===== config.mk =====
export PLATFORM = sky130hd
export DESIGN_NAME = enemy_manager
export DESIGN_NICKNAME = d
export VERILOG_FILES = /design/src/rtl/enemy_manager.sv
export SDC_FILE = /design/constraint.sdc
export NUM_CORES = 2
export LEC_CHECK = 0
export CORE_MARGIN = 4
export CORE_UTILIZATION = 38
export CTS_CLUSTER_SIZE = 12
export DETAILED_ROUTE_END_ITERATION = 7
export PLACE_DENSITY = 0.55
export SYNTH_ARGS = -nofsm -noshare
export SYNTH_HDL_FRONTEND = slang
export SYNTH_SLANG_ARGS = --single-unit

===== constraint.sdc =====
create_clock -name CLK -period 14.8 [get_ports CLK]
set_input_delay 2.96 -clock CLK [delete_from_list [all_inputs] [get_ports CLK]]
set_output_delay 2.96 -clock CLK [all_outputs]
set_load 0.005 [all_outputs]

===== src/rtl/enemy_manager.sv =====
// Eight-slot enemy manager: spawn/kill bookkeeping, per-frame chase and spin,
// and a registered per-pixel hit test feeding the enemy sprite ROM stage.
module enemy_manager #(
    parameter int E_SIZE    = 36,
    parameter int SPEED     = 2,
    parameter int ANGLE_DIV = 4
) (
    input  logic        CLK,
    input  logic        RST_N,
    input  logic [9:0]  hc,
    input  logic [9:0]  vc,
    input  logic        frame_start,
    input  logic [9:0]  player_x,
    input  logic [9:0]  player_y,
    input  logic        spawn_valid,
    output logic        spawn_ready,
    input  logic [9:0]  spawn_x,
    input  logic [9:0]  spawn_y,
    input  logic [1:0]  spawn_type,
    output logic [2:0]  spawn_idx,
    input  logic        kill_valid,
    input  logic [2:0]  kill_idx,
    output logic [7:0]  is_enemy_in_pixel,
    output logic [7:0]  is_enemy_active,
    output logic [47:0] enemy_hc,
    output logic [47:0] enemy_vc,
    output logic [31:0] enemy_angle,
    output logic [15:0] enemy_type,
    output logic [3:0]  active_count
);

    localparam int         DIV_W      = (ANGLE_DIV > 1) ? $clog2(ANGLE_DIV) : 1;
    localparam logic [9:0] SPEED_STEP = 10'(SPEED);
    localparam logic [10:0] SIZE_EXT  = 11'(E_SIZE);

    logic [7:0]       active;
    logic [2:0]       free_idx;
    logic             spawn_fire;
    logic             angle_tick;
    logic [DIV_W-1:0] div_cnt_reg;
    logic [2:0]       spawn_idx_reg;

    // Move one axis toward the target by at most SPEED, never past it.
    function automatic logic [9:0] step_toward(input logic [9:0] pos, input logic [9:0] target);
        logic [9:0] diff;
        logic [9:0] result;
        diff   = '0;
        result = pos;
        if (pos < target) begin
            diff   = target - pos;
            result = pos + ((diff < SPEED_STEP) ? diff : SPEED_STEP);
        end else if (pos > target) begin
            diff   = pos - target;
            result = pos - ((diff < SPEED_STEP) ? diff : SPEED_STEP);
        end
        return result;
    endfunction

    // Lowest-index free slot, taken from the registered occupancy only.
    always_comb begin
        free_idx = 3'd0;
        for (int i = 7; i >= 0; i--) begin
            if (!active[i]) begin
                free_idx = 3'(i);
            end
        end
    end

    assign spawn_ready = ~&active;
    assign spawn_fire  = spawn_valid && spawn_ready;
    assign angle_tick  = frame_start && (div_cnt_reg == DIV_W'(ANGLE_DIV - 1));

    always_ff @(posedge CLK) begin
        if (!RST_N) begin
            div_cnt_reg   <= '0;
            spawn_idx_reg <= '0;
        end else begin
            if (frame_start) begin
                div_cnt_reg <= angle_tick ? '0 : div_cnt_reg + DIV_W'(1);
            end
            if (spawn_fire) begin
                spawn_idx_reg <= free_idx;
            end
        end
    end

    assign spawn_idx = spawn_idx_reg;

    always_comb begin
        active_count = '0;
        for (int i = 0; i < 8; i++) begin
            active_count = active_count + {3'b000, active[i]};
        end
    end

    for (genvar gi = 0; gi < 8; gi++) begin : gen_slot
        logic        active_reg;
        logic [9:0]  x_reg;
        logic [9:0]  y_reg;
        logic [3:0]  angle_reg;
        logic [1:0]  type_reg;
        logic        in_reg;
        logic [5:0]  hc_off_reg;
        logic [5:0]  vc_off_reg;

        logic        take;
        logic        kill;
        logic [10:0] x_end;
        logic [10:0] y_end;
        logic        hit;
        logic [5:0]  hc_off;
        logic [5:0]  vc_off;

        assign take = spawn_fire && (free_idx == 3'(gi));
        assign kill = kill_valid && (kill_idx == 3'(gi)) && active_reg;

        // Window end at 11 bits so sprites near the right/bottom edge never wrap.
        assign x_end  = {1'b0, x_reg} + SIZE_EXT;
        assign y_end  = {1'b0, y_reg} + SIZE_EXT;
        assign hit    = active_reg && (hc >= x_reg) && ({1'b0, hc} < x_end)
                                   && (vc >= y_reg) && ({1'b0, vc} < y_end);
        assign hc_off = hc[5:0] - x_reg[5:0];
        assign vc_off = vc[5:0] - y_reg[5:0];

        always_ff @(posedge CLK) begin
            if (!RST_N) begin
                active_reg <= 1'b0;
                x_reg      <= '0;
                y_reg      <= '0;
                angle_reg  <= '0;
                type_reg   <= '0;
                in_reg     <= 1'b0;
                hc_off_reg <= '0;
                vc_off_reg <= '0;
            end else begin
                in_reg     <= hit;
                hc_off_reg <= hit ? hc_off : 6'd0;
                vc_off_reg <= hit ? vc_off : 6'd0;

                // A freshly spawned or killed slot skips this frame's motion.
                if (take) begin
                    active_reg <= 1'b1;
                    x_reg      <= spawn_x;
                    y_reg      <= spawn_y;
                    type_reg   <= spawn_type;
                    angle_reg  <= '0;
                end else if (kill) begin
                    active_reg <= 1'b0;
                end else if (frame_start && active_reg) begin
                    x_reg <= step_toward(x_reg, player_x);
                    y_reg <= step_toward(y_reg, player_y);
                    if (angle_tick) begin
                        angle_reg <= angle_reg + 4'd1;
                    end
                end
            end
        end

        assign active[gi]                = active_reg;
        assign is_enemy_active[gi]       = active_reg;
        assign is_enemy_in_pixel[gi]     = in_reg;
        assign enemy_hc[6*gi +: 6]       = hc_off_reg;
        assign enemy_vc[6*gi +: 6]       = vc_off_reg;
        assign enemy_angle[4*gi +: 4]    = angle_reg;
        assign enemy_type[2*gi +: 2]     = type_reg;
    end

endmodule


==> metrics.cfg <==
[status]
status = finished, final reports clean

[routing]
detail_route.drc_violations = 0
avgRoutedWirePerCell_um = 23.40
drt_iter0_drc = 3724
dr.pass1.iters = 6
wl_mm = 168.3
avgViaCountPerCell = 5.833
vias = 41950
detail-route-antenna-nets = 0

[yosys]
synth-warning-count = 0
register_area_share_after_synthesis_pct = 15.06
yosys-top-cells-area = ha_1 23%, dfxtp_1 15%, xnor2_1 5.6%, a21oi_1 5.4%, inv_1 3.7%
yosys_most_used_dff = dfxtp_1
async_flop_share_pct = 0
synth.lib_cells_used.distinct = 94
synth_largest_type_area_fraction_pct = 22.61
synth.largest_area_cell = ha_1
syn-mean-instance-area_um2 = 7.848
mappedNetlistNets = 6425
syn_inst = 5506
synth_cell_area_mm2 = 0.04321
ys_ff_latch = 325
synth-edff-count = 0

[worst_setup_path]
cp_data_arrival_time_ns = 9.88
end_kind = flop
rrSetupSlack_ns = 8.74
critical_path_class = in2reg
cp_max_fo = 9
crit_required_ns = 15.36
startpoint_class = input port

[die]
rows = 123
top_level_ports = 238
starting_utilization_of_the_core_area_pct = 38.36
floorplan.die_area_mm2 = 0.1192
core-area_mm2 = 0.1127
die_height_um = 345.2
die_w_um = 345.2

[global_route]
largest_net_degree_at_the_start_of_global_routing = 111
antenna_found_initial = 13
first_global_vias = 39800
grt_usage_pct = 26.97
first_pass_grt_wire_length_mm = 250.1
globalRouteOverflowTotal = 0

[timing]
final_period_util_pct = 62.98
timing.final.max_slew_violations = 0
setup_total_negative_slack_ns = 0
post_route_minimum_period_ns = 9.321
relSlewSlack_pct = 14.73
setup_viol = 0
timing.final.hold_violations = 0
top_achievable_clock_speed_mhz = 107.3
rsz0062_at_grt = no
finalClockSkew_ns = 0.01842
tightest_slew_ns = 1.275
finalWorstSetupSlack_ns = 5.479

[placed_design]
postPlaceCellArea_mm2 = 0.04723
routability_congestion_estimate_from_global_placement = 0.9379
io_buffers = 237
worst_case_setup_slack_after_placement_ns = 4.922
place_hpwl_mm = 124.7

[clock_tree]
clock_tree_from_tritoncts = built
clk_latency_ns = 0.64
ctsHtreeMaxLevel = 2
clkSlewWorstSetupHoldPaths_ns = 0.06
postCtsHoldBufs = 0
post_cts.repair.setup_buffers = 0
clockBufferDepth = 3
cts_root_buf = clkbuf_16
cts-buffers-inserted = 46
clkSinkCount = 325
postCtsResizedCells = 0

[power]
power.clock.fraction_pct = 39.7
power.share.combinational_pct = 30.5
total_leakage_power_nw = 20.88
netSwitchingPower_w = 0.001099
power_density_mw_per_mm2 = 62.83
switching_share_pct = 35.80
power_frac_seq_pct = 29.8
power.internal_w = 0.001971
worst_ir_drop_vdd_mv = 0.07695

[cells_and_area]
syn_to_final_growth_pct = 13.05
antenna_cells = 0
drive_gt1_share_pct = 5.200
post_layout_inst_area_mm2 = 0.04885
final_common_cell = ha_1
final_cell_mix = 781 x ha_1, 466 x a21oi_1, 431 x inv_1
final.fill_count = 11390
finish.net_count = 6574

[job]
drv.max_cap_violation_count = 0

[hold_path]
worst_hold_path_type = reg2reg

cells in the mapped netlist (30+ instances only):
master	number
o21a_1	71
a221oi_1	30
nand4_1	77
a211oi_1	101
nor3_1	168
nand3_1	82
xnor2_1	278
nor2b_1	90
a21oi_1	466
o21ai_0	270
nand2b_1	121
clkbuf_1	178
or3_1	47
nor2_1	402
xor2_1	142
nor4_1	59
fa_1	68
o211ai_1	59
nand2_1	288
inv_1	431
a21o_1	203
dfxtp_1	325
o21bai_1	71
or2_2	69
mux2i_1	71
ha_1	781
a31oi_1	63
path summary, 6_finish.rpt:
kind                                 from                 endpoint  depth (start not counted)
setup / recovery              player_x[0]     gen_slot[2].x_reg[9]                         24
hold / removal    gen_slot[0].type_reg[1]  gen_slot[0].type_reg[1]                          2
setup reg to reg     gen_slot[2].y_reg[1]     gen_slot[2].y_reg[9]                         20
hold reg to reg   gen_slot[0].type_reg[1]  gen_slot[0].type_reg[1]                          2
power groups by stage:
stage	Combinational [W]	Sequential, W	Clock [W]
floorplan	0.000622	0.000922	0
global route	0.00103	0.000917	0.00128
CTS	0.000922	0.000915	0.00125
detailed placement	0.000915	0.000934	0
finish	0.000935	0.000916	0.00122
global placement	0.000914	0.000934	0
area by class of cell:
| class | count | area (um^2) | area share [%] |
|---|---|---|---|
| well taps | 1500 | 1877 | 3.842 |
| clock inverters | 25 | 314.1 | 0.6429 |
| clock buffers | 60 | 1305 | 2.671 |
| flip-flops and latches | 325 | 6506 | 13.32 |
| repair buffers | 324 | 3020 | 6.183 |
| multi-input cells | 4525 | 34200 | 70.00 |
| inverters | 433 | 1630 | 3.337 |
worst max-delay path, cell delays in order:
cell and delay [ns]:
clkdlybuf4s50_1 0.82, inv_1 0.80, ha_1 0.28, inv_1 0.06, fa_1 0.39, a21o_1 0.17
a21o_1 0.22, a221oi_1 0.35, xnor2_1 0.11, a221o_1 0.28, nor4_2 0.48, nand2_1 0.13
ha_1 0.28, o21ai_0 0.33, ha_1 0.30, nor2b_1 0.14, o2111ai_1 0.17, nand3_1 0.11
or4_1 0.44, a41oi_1 0.36, xnor2_1 0.14, nor4bb_1 0.30, a41oi_1 0.08, a31oi_1 0.18
logic make-up after synthesis:
group                    count (synthesis)  share of synthesized area (%)
AO/OA/AOI/OAI                         1632                          24.84
AND/OR/NAND/NOR                       1548                          18.11
adder cells (fa/ha/maj)                849                          25.76
buffers and inverters                  656                          5.910
XOR/XNOR                               421                          8.565
flip-flops                             325                          15.06
multiplexers                            75                          1.749
stage by stage:
stage	hold WS (ns)	util [%]	power, W	std cells
finish	0.4567	43.36	0.003069	7192
global route	0.4821	43.36	0.003219	7192
CTS	0.4593	43.36	0.003088	7192
detailed placement	0.4513	41.93	0.001850	7107
global placement	0.4407	41.93	0.001848	7107
floorplan	0.4493	-	0.001545	5506
routing by layer:
layer	vias to the layer above	GRT usage [%]	wire [um]
met5	-	0	54
met3	263	5.217	14280
met1	19940	38.09	77050
li1	20190	-	-
met2	1558	40.93	70320
met4	8	9.170	6594
Note: power is estimated with default switching activity, not from simulation.
